==> src/rtl/collision_detector.sv <==
// rtl/collision_detector.sv - per-lane frog/car collision FSM with lives and post-hit grace window.
// Optional build macro COLLISION_REQUIRE_CLEAR_EN adds a CLEAR state so a parked frog is hit only once.
module collision_detector #(
    parameter int LIVES       = 3,
    parameter int GRACE_WIDTH = 10
) (
    input  logic        clk,
    input  logic        reset,
    input  logic [15:0] lane_pixels,
    input  logic        frog_in_lane,
    input  logic [15:0] frog_col,
    output logic        hit_pulse,
    output logic        game_over,
    output logic [2:0]  lives,
    output logic        armed
);

`ifdef COLLISION_REQUIRE_CLEAR_EN
    typedef enum logic [1:0] {ST_ALIVE, ST_GRACE, ST_DEAD, ST_CLEAR} state_t;
`else
    typedef enum logic [1:0] {ST_ALIVE, ST_GRACE, ST_DEAD} state_t;
`endif

    // Leaving on the cycle that would count to all-ones gives a grace of 2^W-1 cycles.
    localparam logic [GRACE_WIDTH-1:0] GRACE_MAX  = '1;
    localparam logic [GRACE_WIDTH-1:0] GRACE_LAST = GRACE_MAX - GRACE_WIDTH'(1);

    state_t                 state_q, state_d;
    logic [2:0]             lives_q, lives_d;
    logic                   hit_q, hit_d;
    logic [GRACE_WIDTH-1:0] grace_q, grace_d;
    logic                   overlap;

    assign overlap = frog_in_lane & (|(lane_pixels & frog_col));

    always_comb begin
        state_d = state_q;
        lives_d = lives_q;
        hit_d   = 1'b0;
        grace_d = grace_q;
        case (state_q)
            ST_ALIVE: begin
                if (overlap && lives_q != 3'd0) begin
                    hit_d   = 1'b1;
                    lives_d = lives_q - 3'd1;
                    grace_d = '0;
                    state_d = (lives_q == 3'd1) ? ST_DEAD : ST_GRACE;
                end
            end
            ST_GRACE: begin
                if (grace_q == GRACE_LAST) begin
                    grace_d = '0;
`ifdef COLLISION_REQUIRE_CLEAR_EN
                    state_d = ST_CLEAR;
`else
                    state_d = ST_ALIVE;
`endif
                end else begin
                    grace_d = grace_q + GRACE_WIDTH'(1);
                end
            end
`ifdef COLLISION_REQUIRE_CLEAR_EN
            ST_CLEAR: begin
                if (!overlap) begin
                    state_d = ST_ALIVE;
                end
            end
`endif
            ST_DEAD: begin
                lives_d = 3'd0;
            end
            default: begin
                state_d = ST_ALIVE;
            end
        endcase
    end

    always_ff @(posedge clk) begin
        if (reset) begin
            state_q <= ST_ALIVE;
            lives_q <= 3'(LIVES);
            hit_q   <= 1'b0;
            grace_q <= '0;
        end else begin
            state_q <= state_d;
            lives_q <= lives_d;
            hit_q   <= hit_d;
            grace_q <= grace_d;
        end
    end

    assign hit_pulse = hit_q;
    assign game_over = (state_q == ST_DEAD);
    assign armed     = (state_q == ST_ALIVE);
    assign lives     = lives_q;

endmodule
==> config.mk <==
export PLATFORM = sky130hd
export DESIGN_NAME = collision_detector
export DESIGN_NICKNAME = d
export VERILOG_FILES = /design/src/rtl/collision_detector.sv
export SDC_FILE = /design/constraint.sdc
export NUM_CORES = 1
export LEC_CHECK = 0
export ABC_AREA = 1
export CAP_MARGIN = 15
export CORE_MARGIN = 3
export CORE_UTILIZATION = 39
export CTS_CLUSTER_DIAMETER = 150
export DETAILED_ROUTE_END_ITERATION = 8
export GPL_ROUTABILITY_DRIVEN = 1
export GPL_TIMING_DRIVEN = 0
export PLACE_DENSITY = 0.73
export SLEW_MARGIN = 5
export SYNTH_ARGS = -nofsm -noshare
export SYNTH_HDL_FRONTEND = slang
export SYNTH_SLANG_ARGS = --single-unit
==> constraint.sdc <==
create_clock -name clk -period 1.6 [get_ports clk]
set_input_delay 0.32 -clock clk [delete_from_list [all_inputs] [get_ports clk]]
set_output_delay 0.32 -clock clk [all_outputs]
set_load 0.005 [all_outputs]
==> impl_metrics.prom <==
# TYPE chip_impl_metric gauge
chip_impl_metric{name="cts_made_buffers",unit=""} 3
chip_impl_info{name="timing.rr.end",value="grace_q[6]"} 1
chip_impl_info{name="critical_path.top_delay_family",value="buffers and inverters"} 1
chip_impl_metric{name="final_design_area_no_fill",unit="sq um"} 1530
chip_impl_info{name="crit_path_cell_chain",value="clkdlybuf4s50_1"} 1
chip_impl_metric{name="routed-wl-met3",unit="microns"} 113
chip_impl_metric{name="p_clk_share",unit="%"} 24.9
chip_impl_metric{name="grt_usage",unit="%"} 17.6
chip_impl_info{name="dominantRegCellSynth",value="sky130_fd_sc_hd__dfxtp_1"} 1
chip_impl_metric{name="worst-path-stages",unit=""} 1
chip_impl_metric{name="final.period_utilization",unit="%"} 94.2
chip_impl_metric{name="total_vias_in_the_final_route",unit=""} 1106
chip_impl_metric{name="first_global_vias",unit=""} 1151
chip_impl_metric{name="worst_ir_drop_vdd",unit="V"} 0.000523
chip_impl_metric{name="clock_latency",unit="ns"} 0.30
chip_impl_info{name="min-delay-path-class",value="flip-flop to flip-flop"} 1
chip_impl_metric{name="drc",unit=""} 0
chip_impl_metric{name="r2r_cells",unit=""} 9
chip_impl_metric{name="setup.reg_to_reg.worst_slack",unit="ns"} 0.12
chip_impl_metric{name="crit_buf_inv",unit=""} 1
chip_impl_metric{name="postSynth.asyncResetShare",unit="%"} 0
chip_impl_metric{name="syn2layout_area_growth",unit="%"} 48.1
chip_impl_info{name="worstHoldEndpoint",value="grace_q[7]"} 1
chip_impl_metric{name="coreArea",unit="sq um"} 2360
chip_impl_metric{name="critical_path_required",unit="ns"} 1.28
chip_impl_metric{name="power_frac_comb",unit="%"} 33.8
chip_impl_info{name="critical_path.startpoint",value="lives[2]"} 1
chip_impl_metric{name="synth.distinct_cells",unit=""} 23
chip_impl_metric{name="antenna_cells",unit=""} 0
chip_impl_metric{name="timing.final.max_slew_violations",unit=""} 0
chip_impl_metric{name="cellInternalPower",unit="mW"} 0.755
chip_impl_metric{name="ctsLongestPathBuffers",unit=""} 2
chip_impl_info{name="setup.worst_path.start_class",value="flip-flop"} 1
chip_impl_metric{name="drt.antenna.violating_nets",unit=""} 0
chip_impl_metric{name="die-height",unit="microns"} 57.4
chip_impl_metric{name="drt-total-wl",unit="mm"} 2.69
chip_impl_metric{name="pre_cts_slack",unit="ns"} -0.263
chip_impl_metric{name="design.portCount",unit=""} 41
chip_impl_metric{name="yosys_warnings",unit=""} 0
chip_impl_metric{name="leakagePower",unit="nW"} 0.610
chip_impl_metric{name="layout-drive-gt1-share",unit="%"} 17.1
chip_impl_metric{name="numPortBuffers",unit=""} 40
chip_impl_metric{name="max_freq",unit="MHz"} 664
chip_impl_metric{name="drt-initial-drc-count",unit=""} 16
chip_impl_metric{name="grt_max_degree",unit=""} 11
chip_impl_metric{name="critPathMaxStageDelay",unit="ns"} 0.52
chip_impl_metric{name="detail_route.wirelength.met1",unit="mm"} 1.19
chip_impl_metric{name="dpl-instance-area",unit="sq um"} 1470
chip_impl_metric{name="synthCells",unit=""} 147
chip_impl_info{name="ctsRootBufferMaster",value="sky130_fd_sc_hd__clkbuf_4"} 1
chip_impl_metric{name="finClkSkew",unit="ns"} 0.00976
chip_impl_metric{name="clk_pin_slew",unit="ns"} 0.09
chip_impl_metric{name="postSynthAreaPerCell",unit="sq um"} 7.01
chip_impl_metric{name="routabilityCongestion",unit=""} 0.789
chip_impl_metric{name="power.switching",unit="mW"} 0.346
chip_impl_metric{name="max_cap_viol_count",unit=""} 0
chip_impl_info{name="critical_path.slowest_cell",value="sky130_fd_sc_hd__clkdlybuf4s50_1"} 1
chip_impl_metric{name="cp.arrival",unit="ns"} 1.19
chip_impl_info{name="hold_path_startpoint",value="grace_q[7]"} 1
chip_impl_metric{name="power-per-cell-area",unit="nW/um^2"} 722
chip_impl_metric{name="finalWorstSetupSlack",unit="ns"} 0.0934
chip_impl_metric{name="finish.net_count",unit=""} 234
chip_impl_metric{name="grt_pass1_wl",unit="mm"} 4.73
chip_impl_metric{name="floorplan.die.width",unit="microns"} 57.4
chip_impl_info{name="worst_r2r_src",value="grace_q[0]"} 1
chip_impl_metric{name="power.share.switching",unit="%"} 31.4
chip_impl_metric{name="fp.dieArea",unit="sq um"} 3290
chip_impl_metric{name="final-setup-viol-count",unit=""} 0
chip_impl_metric{name="max_slew_margin",unit="%"} 60.4
chip_impl_metric{name="wl_per_cell",unit="microns"} 12.2
chip_impl_metric{name="power.share.sequential",unit="%"} 41.3
chip_impl_info{name="run_status",value="completed"} 1
chip_impl_info{name="top_layer",value="met4"} 1
chip_impl_metric{name="drt_pass1_iterations",unit=""} 4
chip_impl_metric{name="total_gr_overflow",unit=""} 0
chip_impl_info{name="mostFrequentLayoutCells",value="sky130_fd_sc_hd__nand2_1 (46), sky130_fd_sc_hd__clkdlybuf4s50_1 (38), sky130_fd_sc_hd__nand3_1 (12)"} 1
chip_impl_info{name="timing_worst_setup_path_type",value="flip-flop to output pin"} 1
chip_impl_info{name="rsz0062_at_grt",value="false"} 1
chip_impl_metric{name="htreeDepth",unit=""} 1
chip_impl_metric{name="worst_pin_slew",unit="ns"} 0.594
chip_impl_metric{name="route.met2.wl",unit="mm"} 1.37
chip_impl_metric{name="ys_seq_area_share",unit="%"} 31.1
chip_impl_metric{name="floorplan.rows",unit=""} 17
chip_impl_info{name="tritoncts",value="yes"} 1
chip_impl_metric{name="crit_path_max_fanout",unit=""} 5
chip_impl_metric{name="floorplan.initialDensity",unit="%"} 43.6
chip_impl_metric{name="mappedNetlistNets",unit=""} 187
chip_impl_metric{name="ys_seq_elements",unit=""} 16
chip_impl_metric{name="number_of_flops_mapped_to_enable_cells_by_yosys",unit=""} 0
chip_impl_info{name="critical_path.endpoint_type",value="output pin"} 1
chip_impl_metric{name="post-route-min-period",unit="ns"} 1.51
chip_impl_metric{name="count_of_final_hold_check_violations",unit=""} 0
chip_impl_metric{name="report.power.total",unit="mW"} 1.10
chip_impl_metric{name="hold_path_depth",unit=""} 2
chip_impl_metric{name="clkSinkCount",unit=""} 16
chip_impl_metric{name="routed_via_density",unit=""} 5.00
chip_impl_info{name="most_common_cell_after_layout_fill_and_taps_aside",value="sky130_fd_sc_hd__nand2_1"} 1
chip_impl_metric{name="syn-cell-area",unit="sq um"} 1030
chip_impl_metric{name="detailed_place_hpwl",unit="mm"} 2.26
chip_impl_metric{name="grt_antenna_before_repair",unit=""} 0
## power groups by stage
stage,clock network [mW],logic (mW),registers (mW)
3_3_place_gp,0,0.359,0.458
3_5_place_dp,0,0.368,0.459
5_1_grt,0.293,0.414,0.460
6_report,0.274,0.373,0.455
4_1_cts,0.285,0.363,0.452
2_1_floorplan,0,0.193,0.457
## area by class of cell
| cell class | count | area (sq um) |
|---|---|---|
| Timing Repair Buffer | 42 | 413 |
| Buffer | 2 | 15.0 |
| Multi-Input combinational cell | 114 | 641 |
| Fill cell | 212 | 836 |
| Clock buffer | 4 | 36.3 |
| Sequential cell | 16 | 329 |
| Inverter | 15 | 56.3 |
| Tap cell | 28 | 35.0 |
## metrics by stage
stage	TNS [ns]	std cells	utilization, %	hold WS, ns
floorplan	0	147	-	0.389
global placement	-2.15	215	62.1	0.472
detailed placement	-2.92	215	62.1	0.481
CTS	0	219	63.6	0.494
global route	0	221	64.6	0.506
finish	0	221	64.6	0.493
## Yosys cell counts (all sizes together), types with 2 or more instances
master | instances | share of area (%)
o21bai | 3 | 2.2
inv | 15 | 5.5
o211ai | 4 | 2.9
nand4 | 3 | 1.8
dfxtp | 16 | 31
o21ai | 2 | 2.1
a21oi | 14 | 8.6
nor2 | 13 | 5.5
xor2 | 4 | 3.4
nand3 | 16 | 9.7
ha | 5 | 6.1
nand2 | 47 | 17
## cells by family (layout without fill, tap and decap cells)
group	Yosys count	in the layout	share of synthesized area, %
AOI/OAI and AO/OA	25	25	17.5
xor gates and xnor gates	4	4	3.40
adders and majority gates	5	5	6.08
buffers and inverters	17	63	6.93
DFF	16	16	31.1
and+or+nand+nor	80	80	35.0
## state kept, by name, indices dropped and copies added, names as in the netlist
| signal | flops |
|---|---|
| grace_q | 10 |
| lives | 3 |
| state_q | 2 |
| hit_pulse | 1 |
## worst max-delay path by stage
| stage | slack, ns | end |
|---|---|---|
| after floorplan | 0.24 | lives[0] |
| after CTS | 0.01 | lives[2] |
| after detailed placement | -0.26 | grace_q[6] |
| after global routing | 0.0006 | grace_q[6] |
| after global placement | -0.22 | grace_q[6] |
| final | 0.09 | lives[2] |
## repair_timing
action | 4_1_cts | 5_1_grt
endpoints found under the setup margin | 2 | 12
pin swaps | 0 | 1
setup buffers | 0 | 2
hold buffers | 0 | 0
resized for setup | 4 | 5
## layer usage
layer / GRT usage, % / vias up
li1: - / 578
met2: 31.9 / 19
met4: 2.98 / 0
met3: 4.75 / 2
met1: 20.8 / 507
met5: 0 / -
Power figures use the tool's default switching activity.
